### src/rtl/instr_imm_decode.sv
// instr_imm_decode: I-type immediate decode stage for a MIPS pipeline.
// Accepts 32-bit instruction words, decodes opcode/rs/rt/imm plus the
// sign-extend select and I-type flag, and buffers up to two decoded
// entries in a skid FIFO so the upstream can run at full rate.
//
// Optional feature macro: DECODE_ILLEGAL_TRAP_EN
//   defined   -> unknown opcodes raise out_illegal and bump illegal_count
//   undefined -> out_illegal and illegal_count are tied to zero
//
// Handshake: a transfer happens on a rising edge where valid && ready.
// in_ready depends only on the stored count, never on in_valid, and
// out_valid depends only on the stored count, never on out_ready.
// Once out_valid is high the head entry holds steady until it is popped
// or flushed.
module instr_imm_decode #(
  parameter int CNT_W = 8
) (
  input  logic             clk,
  input  logic             rst_n,
  input  logic             flush,
  input  logic             in_valid,
  output logic             in_ready,
  input  logic [31:0]      in_instr,
  output logic             out_valid,
  input  logic             out_ready,
  output logic [5:0]       out_opcode,
  output logic [4:0]       out_rs,
  output logic [4:0]       out_rt,
  output logic [15:0]      out_imm,
  output logic             out_sign,
  output logic             out_itype,
  output logic             out_illegal,
  output logic [CNT_W-1:0] illegal_count,
  output logic [1:0]       dbg_state
);

  typedef enum logic [1:0] {
    EMPTY = 2'd0,
    ONE   = 2'd1,
    FULL  = 2'd2
  } state_t;

  typedef struct packed {
    logic [5:0]  opcode;
    logic [4:0]  rs;
    logic [4:0]  rt;
    logic [15:0] imm;
    logic        sign;
    logic        itype;
    logic        illegal;
  } entry_t;

  state_t state, state_nxt;
  entry_t slot0, slot0_nxt;   // head entry
  entry_t slot1, slot1_nxt;   // entry behind the head
  entry_t dec;
  entry_t head;
  logic   accept;
  logic   pop;

  assign in_ready  = (state != FULL);
  assign out_valid = (state != EMPTY);
  assign accept    = in_valid && in_ready;
  assign pop       = out_valid && out_ready;
  assign dbg_state = state;

  // Decode the incoming word into the stored entry format.
  always_comb begin
    dec         = '0;
    dec.opcode  = in_instr[31:26];
    dec.rs      = in_instr[25:21];
    dec.rt      = in_instr[20:16];
    dec.imm     = in_instr[15:0];
    case (in_instr[31:26])
      // branches, signed arithmetic/compare, loads and stores
      6'h04, 6'h05, 6'h08, 6'h09, 6'h0A, 6'h0B, 6'h23, 6'h2B: begin
        dec.sign  = 1'b1;
        dec.itype = 1'b1;
      end
      // logical immediates and lui take a zero-extended immediate
      6'h0C, 6'h0D, 6'h0E, 6'h0F: begin
        dec.itype = 1'b1;
      end
      // R-type, j, jal: known, not I-type; imm field still carried
      6'h00, 6'h02, 6'h03: begin
        dec.itype = 1'b0;
      end
      default: begin
`ifdef DECODE_ILLEGAL_TRAP_EN
        dec.illegal = 1'b1;
`else
        dec.illegal = 1'b0;
`endif
      end
    endcase
  end

  // Next occupancy state; flush empties the buffer regardless of handshakes.
  always_comb begin
    state_nxt = state;
    if (flush) begin
      state_nxt = EMPTY;
    end else begin
      case (state)
        EMPTY: if (accept) state_nxt = ONE;
        ONE: begin
          if (accept && !pop)      state_nxt = FULL;
          else if (pop && !accept) state_nxt = EMPTY;
          else                     state_nxt = ONE;
        end
        FULL:    if (pop) state_nxt = ONE;
        default: state_nxt = EMPTY;
      endcase
    end
  end

  // Next slot contents: slot0 is always the head, slot1 shifts forward on pop.
  always_comb begin
    slot0_nxt = slot0;
    slot1_nxt = slot1;
    if (flush) begin
      slot0_nxt = '0;
      slot1_nxt = '0;
    end else begin
      case (state)
        EMPTY: begin
          if (accept) slot0_nxt = dec;
        end
        ONE: begin
          if (accept && pop) begin
            slot0_nxt = dec;
          end else if (accept) begin
            slot1_nxt = dec;
          end else if (pop) begin
            slot0_nxt = '0;
          end
        end
        FULL: begin
          // in_ready is low here, so only a pop can move data
          if (pop) begin
            slot0_nxt = slot1;
            slot1_nxt = '0;
          end
        end
        default: begin
          slot0_nxt = '0;
          slot1_nxt = '0;
        end
      endcase
    end
  end

  // State and storage registers; reset wins over flush and handshakes.
  always_ff @(posedge clk) begin
    if (!rst_n) begin
      state <= EMPTY;
      slot0 <= '0;
      slot1 <= '0;
    end else begin
      state <= state_nxt;
      slot0 <= slot0_nxt;
      slot1 <= slot1_nxt;
    end
  end

  // Present the head entry, forced to zero while nothing is buffered.
  always_comb begin
    head = '0;
    if (state != EMPTY) head = slot0;
  end

  assign out_opcode  = head.opcode;
  assign out_rs      = head.rs;
  assign out_rt      = head.rt;
  assign out_imm     = head.imm;
  assign out_sign    = head.sign;
  assign out_itype   = head.itype;
  assign out_illegal = head.illegal;

`ifdef DECODE_ILLEGAL_TRAP_EN
  localparam logic [CNT_W-1:0] CNT_ONE = {{(CNT_W-1){1'b0}}, 1'b1};
  logic [CNT_W-1:0] ill_cnt;

  // Count accepted illegal words, saturating; flush does not clear it.
  always_ff @(posedge clk) begin
    if (!rst_n) begin
      ill_cnt <= '0;
    end else if (accept && !flush && dec.illegal && (ill_cnt != '1)) begin
      ill_cnt <= ill_cnt + CNT_ONE;
    end
  end

  assign illegal_count = ill_cnt;
`else
  assign illegal_count = '0;
`endif

endmodule

### config.mk
export PLATFORM = sky130hd
export DESIGN_NAME = instr_imm_decode
export DESIGN_NICKNAME = d
export VERILOG_FILES = /design/src/rtl/instr_imm_decode.sv
export SDC_FILE = /design/constraint.sdc
export NUM_CORES = 1
export LEC_CHECK = 0
export ABC_CLOCK_PERIOD_IN_PS = 2300
export CAP_MARGIN = 10
export CELL_PAD_IN_SITES_DETAIL_PLACEMENT = 1
export CELL_PAD_IN_SITES_GLOBAL_PLACEMENT = 1
export CORE_MARGIN = 2
export CORE_UTILIZATION = 34
export CTS_BUF_LIST = sky130_fd_sc_hd__clkbuf_2 sky130_fd_sc_hd__clkbuf_4 sky130_fd_sc_hd__clkbuf_8
export CTS_CLUSTER_DIAMETER = 150
export CTS_CLUSTER_SIZE = 8
export DETAILED_ROUTE_END_ITERATION = 10
export PLACE_DENSITY_LB_ADDON = 0.1
export SYNTH_ARGS = -nofsm -noshare
export SYNTH_HDL_FRONTEND = slang
export SYNTH_SLANG_ARGS = --single-unit
### constraint.sdc
create_clock -name clk -period 2.3 [get_ports clk]
set_input_delay 0.23 -clock clk [delete_from_list [all_inputs] [get_ports clk]]
set_output_delay 0.23 -clock clk [all_outputs]
set_load 0.02 [all_outputs]
==> impl_metrics.py, run 1 <==
metrics = {
    "timing": {
        "skew_ns": 0.008479,
        "hold_ws_ns": 0.4524,
        "finalCritPeriodShare_pct": 97.91,
        "worst_slew_pin_slew_ns": 0.8280,
        "final-hold-violation-count": 0,
        "fin_setup_tns_ns": 0,
        "layout_min_cycle_time_ns": 2.252,
        "relSlewSlack_pct": 44.80,
        "final_max_slew_viol_count": 0,
        "fmax_mhz": 444.1,
        "setup_viol": 0,
        "worst_slack_ns": 0.04808,
    },
    "setup_path": {
        "critPathCapture": "slot0[32]",
        "r2r_cells": 5,
        "end_kind": "flip-flop",
        "reg2reg_to": "slot0[32]",
        "critPathLaunchType": "flip-flop",
        "crit_start": "dbg_state[1]",
        "timing.rr.start": "dbg_state[1]",
        "cp_max_fo": 35,
        "arrival_ns": 2.49,
        "crit_path_cell_trace": "and2b_1 > buf_4 > a22oi_1 > a21oi_4 > a22o_2",
        "path_class": "flip-flop to flip-flop",
        "r2r_slack_ns": 0.05,
        "required_ns": 2.54,
        "cpPeakStageDelay_ns": 0.73,
        "cp_slowest_cell": "a22oi_1",
    },
    "die": {
        "fp.dieH_um": 102.8,
        "core_um2": 9639,
        "die_area_um2": 10560,
        "start_util_pct": 34.41,
        "rows": 36,
        "chipWidth_um": 102.8,
        "io_pins": 84,
    },
    "synthesis": {
        "synth_edf_count": 0,
        "synth_cell_types": 41,
        "netlist_top_cells_area": "dfxtp_1, a22o_1, a22o_2, and2_1, a21oi_1",
        "syn-cell-area_um2": 3317,
        "yosysMostFrequentCell": "dfxtp_1",
        "synthDominantAreaCellType": "dfxtp_1",
        "yosysSeqAreaShare_pct": 42.25,
        "yosys_register_bits": 70,
        "synth_cells": 355,
        "synth_area_per_cell_um2": 9.343,
        "yosys_warnings": 0,
        "synth_top_area_share_pct": 42.25,
        "synthTopCellsByCount": "dfxtp_1, a22o_1, and2_1",
        "async_flop_share_pct": 0,
        "synthFlopType": "dfxtp_1",
    },
    "outcome": {
        "status": "complete, no violations",
    },
    "pwr": {
        "power.total_mw": 2.678,
        "max-vdd-ir-drop_mv": 0.2844,
        "power.leakage_nw": 1.708,
        "p_per_area_nw_per_um2": 598.8,
    },
    "global_route": {
        "grt_start_max_net_pins": 36,
        "grt_overflow_total": 0,
        "grt.total_usage_pct": 17.65,
        "first_global_vias": 2749,
        "grt_pass1_wl_um": 14150,
        "antenna_found_initial": 0,
    },
    "worst_hold_path": {
        "hold_depth": 2,
        "hold_path_class": "flip-flop to flip-flop",
    },
    "cells_and_area": {
        "drive_above_1_share_pct": 19.11,
        "layoutNonFillerInstCount": 562,
        "diodes": 0,
        "synthToLayoutAreaGrowth_pct": 34.82,
        "fillers": 1120,
        "fin_nets": 464,
        "stdcell_area_um2": 4472,
        "finalCoreUtilization_pct": 46.39,
    },
    "drt": {
        "first_pass_iters": 4,
        "vias": 2876,
        "drt-initial-drc-count": 79,
        "ant_nets": 0,
        "drt-vias-per-instance": 5.117,
        "drc_errors": 0,
        "finalWirelength_um": 9070,
        "routedWlPerCell_um": 16.14,
    },
    "cts": {
        "ctsLongestPathBuffers": 2,
        "tritoncts": "yes",
        "clock_latency_ns": 0.34,
        "root_buffer": "clkbuf_8",
        "cts_made_buffers": 9,
        "clk_pin_slew_ns": 0.08,
        "ctsHoldBuffers": 0,
        "h-tree-depth": 3,
        "cts.sinks": 70,
    },
    "place": {
        "port_buffers": 74,
        "place_hpwl_um": 5759,
        "dp_cells": 545,
        "gp_congestion": 0.7715,
        "dpl-instance-area_um2": 4223,
        "dp_worst_setup_slack_ns": -0.1412,
    },
    "run": {
        "maxCapViolCount": 0,
    },
}
-- cell families (layout without fill, tap and decap cells) --
logic type               Yosys count  after routing  share of synthesized area [%]
AO/OA/AOI/OAI                    118            119                          28.59
adder cells (fa/ha/maj)            2              2                         0.7543
buffers and inverters             45            110                          8.563
flip-flops                        70             70                          42.25
multiplexers                       2              2                         0.6036
other                              1              9                         0.1131
AND/OR/NAND/NOR                  117            117                          19.13
-- flip-flops by register name (all words and copies together) (netlist names) --
name	cells
slot0	34
slot1	34
dbg_state	2
-- layout make-up --
cell class	instances	area (µm²)	share of cell area (%)
timing repair buffer	92	942.2	21.07
tap	133	166.4	3.721
inverter	3	16.27	0.3637
multi-input combinational	249	1732	38.72
clock buffer	9	123.9	2.770
clock inverter	6	85.08	1.903
sequential	70	1406	31.45
-- routing by layer --
layer	vias up	part of all wire (%)	GRT usage [%]	wire (µm)
met5	-	0	0	0
met4	0	0.85	5.466	77
met3	8	4.5	4.339	406
met2	59	51	30.82	4583
met1	1405	44	21.46	4003
li1	1404	-	-	-
-- critical path: cells and delay by family (launching register included) --
kind	cells	cell delay, ns
compound gates	3	1.29
buf+inv	1	0.28
flops	1	0.35
simple gates	1	0.21
-- cells in the final DEF (no fill, tap or decap), types with 3 or more instances in the layout --
| master | count |
|---|---|
| buf_4 | 12 |
| buf_12 | 5 |
| clkbuf_8 | 9 |
| a22o_2 | 28 |
| and2b_1 | 3 |
| nand2_1 | 26 |
| a21oi_4 | 3 |
| a22oi_1 | 8 |
| and2_1 | 34 |
| conb_1 | 9 |
| nor2_1 | 10 |
| dfxtp_1 | 68 |
| o22ai_1 | 3 |
| a21oi_1 | 30 |
| nand3_1 | 27 |
| clkdlybuf4s50_1 | 74 |
| a22o_1 | 37 |
-- worst min-delay path by stage --
stage / from / end / slack [ns]
2_1_floorplan: in_instr[15] / slot1[18] / 0.38
3_3_place_gp: slot1[7] / slot1[7] / 0.44
3_5_place_dp: slot1[27] / slot1[27] / 0.44
4_1_cts: slot1[27] / slot1[27] / 0.46
5_1_grt: in_instr[18] / slot1[21] / 0.47
6_report: slot1[27] / slot1[27] / 0.45
-- repair_timing --
item | 4_1_cts | 5_1_grt
cloned | 1 | 0
setup buffers | 0 | 1
resized for setup | 2 | 0
endpoints found under the setup margin | 50 | 20
pin swaps | 1 | 2
-- power breakdown --
group          total [mW]  internal, mW  switching [mW]
clock                1.08         0.605           0.473
combinational       0.352         0.173           0.180
sequential           1.25          1.23          0.0126
total                2.68          2.01           0.666
No activity file was read; power rests on OpenSTA's default activity.
==> inputs of run 2 (changes only) <==
CORE_ASPECT_RATIO = 0.75   (was not set)
==> run 2 against run 1 <==
  * Total power is 2.0% higher
  * Sequential power hardly changed
  * Global-route usage is 0.56 points higher
  * Sequential share of layout area is 0.40 points lower
  * Clock skew is 0.00068 ns higher
  * Combinational power is 3% higher
  * Worst hold slack better by 0.0034 ns
  * Register-to-register slack better by 0.06 ns
==> impl_metrics.py, run 2 (synthesis gave the netlist of run 1 again) <==
metrics = {
    "global_route": {
        "antenna_found_initial": 0,
        "grt_overflow_total": 0,
        "grt.total_usage_pct": 18.21,
        "grt_pass1_wl_um": 14810,
        "first_global_vias": 2768,
        "grt_start_max_net_pins": 36,
    },
    "timing": {
        "fin_setup_tns_ns": 0,
        "worst_slack_ns": 0.07238,
        "skew_ns": 0.009155,
        "finalCritPeriodShare_pct": 96.85,
        "setup_viol": 0,
        "fmax_mhz": 448.9,
        "final-hold-violation-count": 0,
        "hold_ws_ns": 0.4558,
        "layout_min_cycle_time_ns": 2.228,
        "final_max_slew_viol_count": 0,
        "worst_slew_pin_slew_ns": 0.6267,
        "relSlewSlack_pct": 58.22,
    },
    "cells_and_area": {
        "fillers": 1083,
        "layoutNonFillerInstCount": 566,
        "stdcell_area_um2": 4529,
        "synthToLayoutAreaGrowth_pct": 36.55,
        "finalCoreUtilization_pct": 47.28,
        "final_cell_mix": "dfxtp_1, clkdlybuf4s50_1, a22o_1",
        "drive_above_1_share_pct": 20.05,
        "diodes": 0,
        "final_common_cell": "dfxtp_1",
        "fin_nets": 468,
        "regArea_um2": 1406,
        "multiInputGateArea_um2": 1732,
    },
    "setup_path": {
        "critPathLaunchType": "flip-flop",
        "reg2reg_to": "slot0[4]",
        "r2r_slack_ns": 0.11,
        "critPathTopFamily": "buffers and inverters",
        "end_kind": "primary output",
        "path_class": "flip-flop to primary output",
        "cp_num_buf_inv": 3,
        "cp_max_fo": 35,
        "cpPeakStageDelay_ns": 0.53,
        "arrival_ns": 2.00,
        "crit_path_cell_trace": "buf_4 > or2_4 > buf_8 > and2_1 > clkdlybuf4s50_1",
        "timing.rr.start": "dbg_state[0]",
        "cp_slowest_cell": "clkdlybuf4s50_1",
        "r2r_cells": 10,
        "required_ns": 2.07,
    },
    "drt": {
        "finalWirelength_um": 9524,
        "drc_errors": 0,
        "vias": 2904,
        "routedWlPerCell_um": 16.83,
        "drt-vias-per-instance": 5.131,
        "drt-initial-drc-count": 106,
        "first_pass_iters": 4,
        "ant_nets": 0,
    },
    "pwr": {
        "max-vdd-ir-drop_mv": 0.2396,
        "power_switching_mw": 0.6907,
        "power_frac_comb_pct": 13.2,
        "intPower_mw": 2.040,
        "p_per_area_nw_per_um2": 602.8,
        "power.total_mw": 2.730,
        "p_sw_share_pct": 25.29,
        "p_clk_share_pct": 41.1,
        "power.leakage_nw": 1.891,
        "power.share.sequential_pct": 45.6,
    },
    "cts": {
        "ctsLongestPathBuffers": 2,
        "cts.sinks": 70,
        "cts_made_buffers": 9,
        "h-tree-depth": 3,
        "tritoncts": "yes",
        "clk_pin_slew_ns": 0.08,
        "root_buffer": "clkbuf_8",
        "clock_latency_ns": 0.35,
    },
    "place": {
        "place_hpwl_um": 6232,
        "gp_congestion": 0.7744,
        "dp_worst_setup_slack_ns": -0.1234,
        "dp_cells": 547,
        "dpl-instance-area_um2": 4219,
        "port_buffers": 74,
    },
    "die": {
        "rows": 31,
        "fp.dieH_um": 89.54,
        "chipWidth_um": 118.1,
        "die_area_um2": 10570,
        "start_util_pct": 34.62,
        "io_pins": 84,
        "core_um2": 9580,
    },
    "worst_hold_path": {
        "min_to": "slot1[17]",
        "hold_depth": 2,
        "min_from": "slot1[17]",
        "hold_path_class": "flip-flop to flip-flop",
    },
    "run": {
        "maxCapViolCount": 0,
    },
    "outcome": {
        "status": "complete, no violations",
    },
}
==> run 2: routing by layer <==
layer | wire [µm] | up-vias | GRT usage (%)
met1 | 4851 | 1412 | 25.13
met4 | 89 | 0 | 4.272
met2 | 4182 | 68 | 29.02
met5 | 0 | - | 0
li1 | - | 1416 | -
met3 | 400 | 8 | 4.464
==> run 2: area by class of cell <==
type	instances	share of cell area, %
inverters	3	0.3591
flip-flops and latches	70	31.05
repair buffers	96	21.74
well taps	132	3.646
multi-input cells	249	38.23
clock inverters	6	2.072
clock buffers	10	2.901
==> run 2: power groups by stage <==
stage | clock network (mW) | logic, mW | registers [mW]
after floorplan | 0 | 0.217 | 1.27
after global placement | 0 | 0.343 | 1.27
after detailed placement | 0 | 0.348 | 1.27
after CTS | 1.15 | 0.355 | 1.25
after global routing | 1.21 | 0.387 | 1.25
final | 1.12 | 0.361 | 1.25
==> run 2: worst max-delay path by stage <==
stage / start / to / slack [ns] / cells after the start
after floorplan: dbg_state[1] / slot0[24] / -0.04 / 12
after global placement: out_ready / slot0[15] / -0.1 / 7
after detailed placement: in_valid / slot0[20] / -0.12 / 7
after CTS: dbg_state[0] / out_rt[3] / 0.03 / 5
after global routing: dbg_state[0] / out_imm[3] / -0.005 / 5
final: dbg_state[0] / out_opcode[1] / 0.07 / 5
==> run 2: repair_timing <==
action | CTS | global route
endpoints found under the setup margin | 66 | 56
pin swaps | 0 | 2
setup buffers | 0 | 2
hold buffers | 0 | 0
cloned | 1 | 0
resized for setup | 3 | 10
==> run 2: worst register-to-register path, cell delays in order (launching register included) <==
cell     delay, ns
dfxtp_2       0.33
buf_4         0.15
or2_4         0.28
nand2_4       0.08
inv_2         0.04
ha_4          0.15
or2_4         0.24
a211o_1       0.31
a21oi_4       0.23
buf_12        0.18
a22o_2        0.15
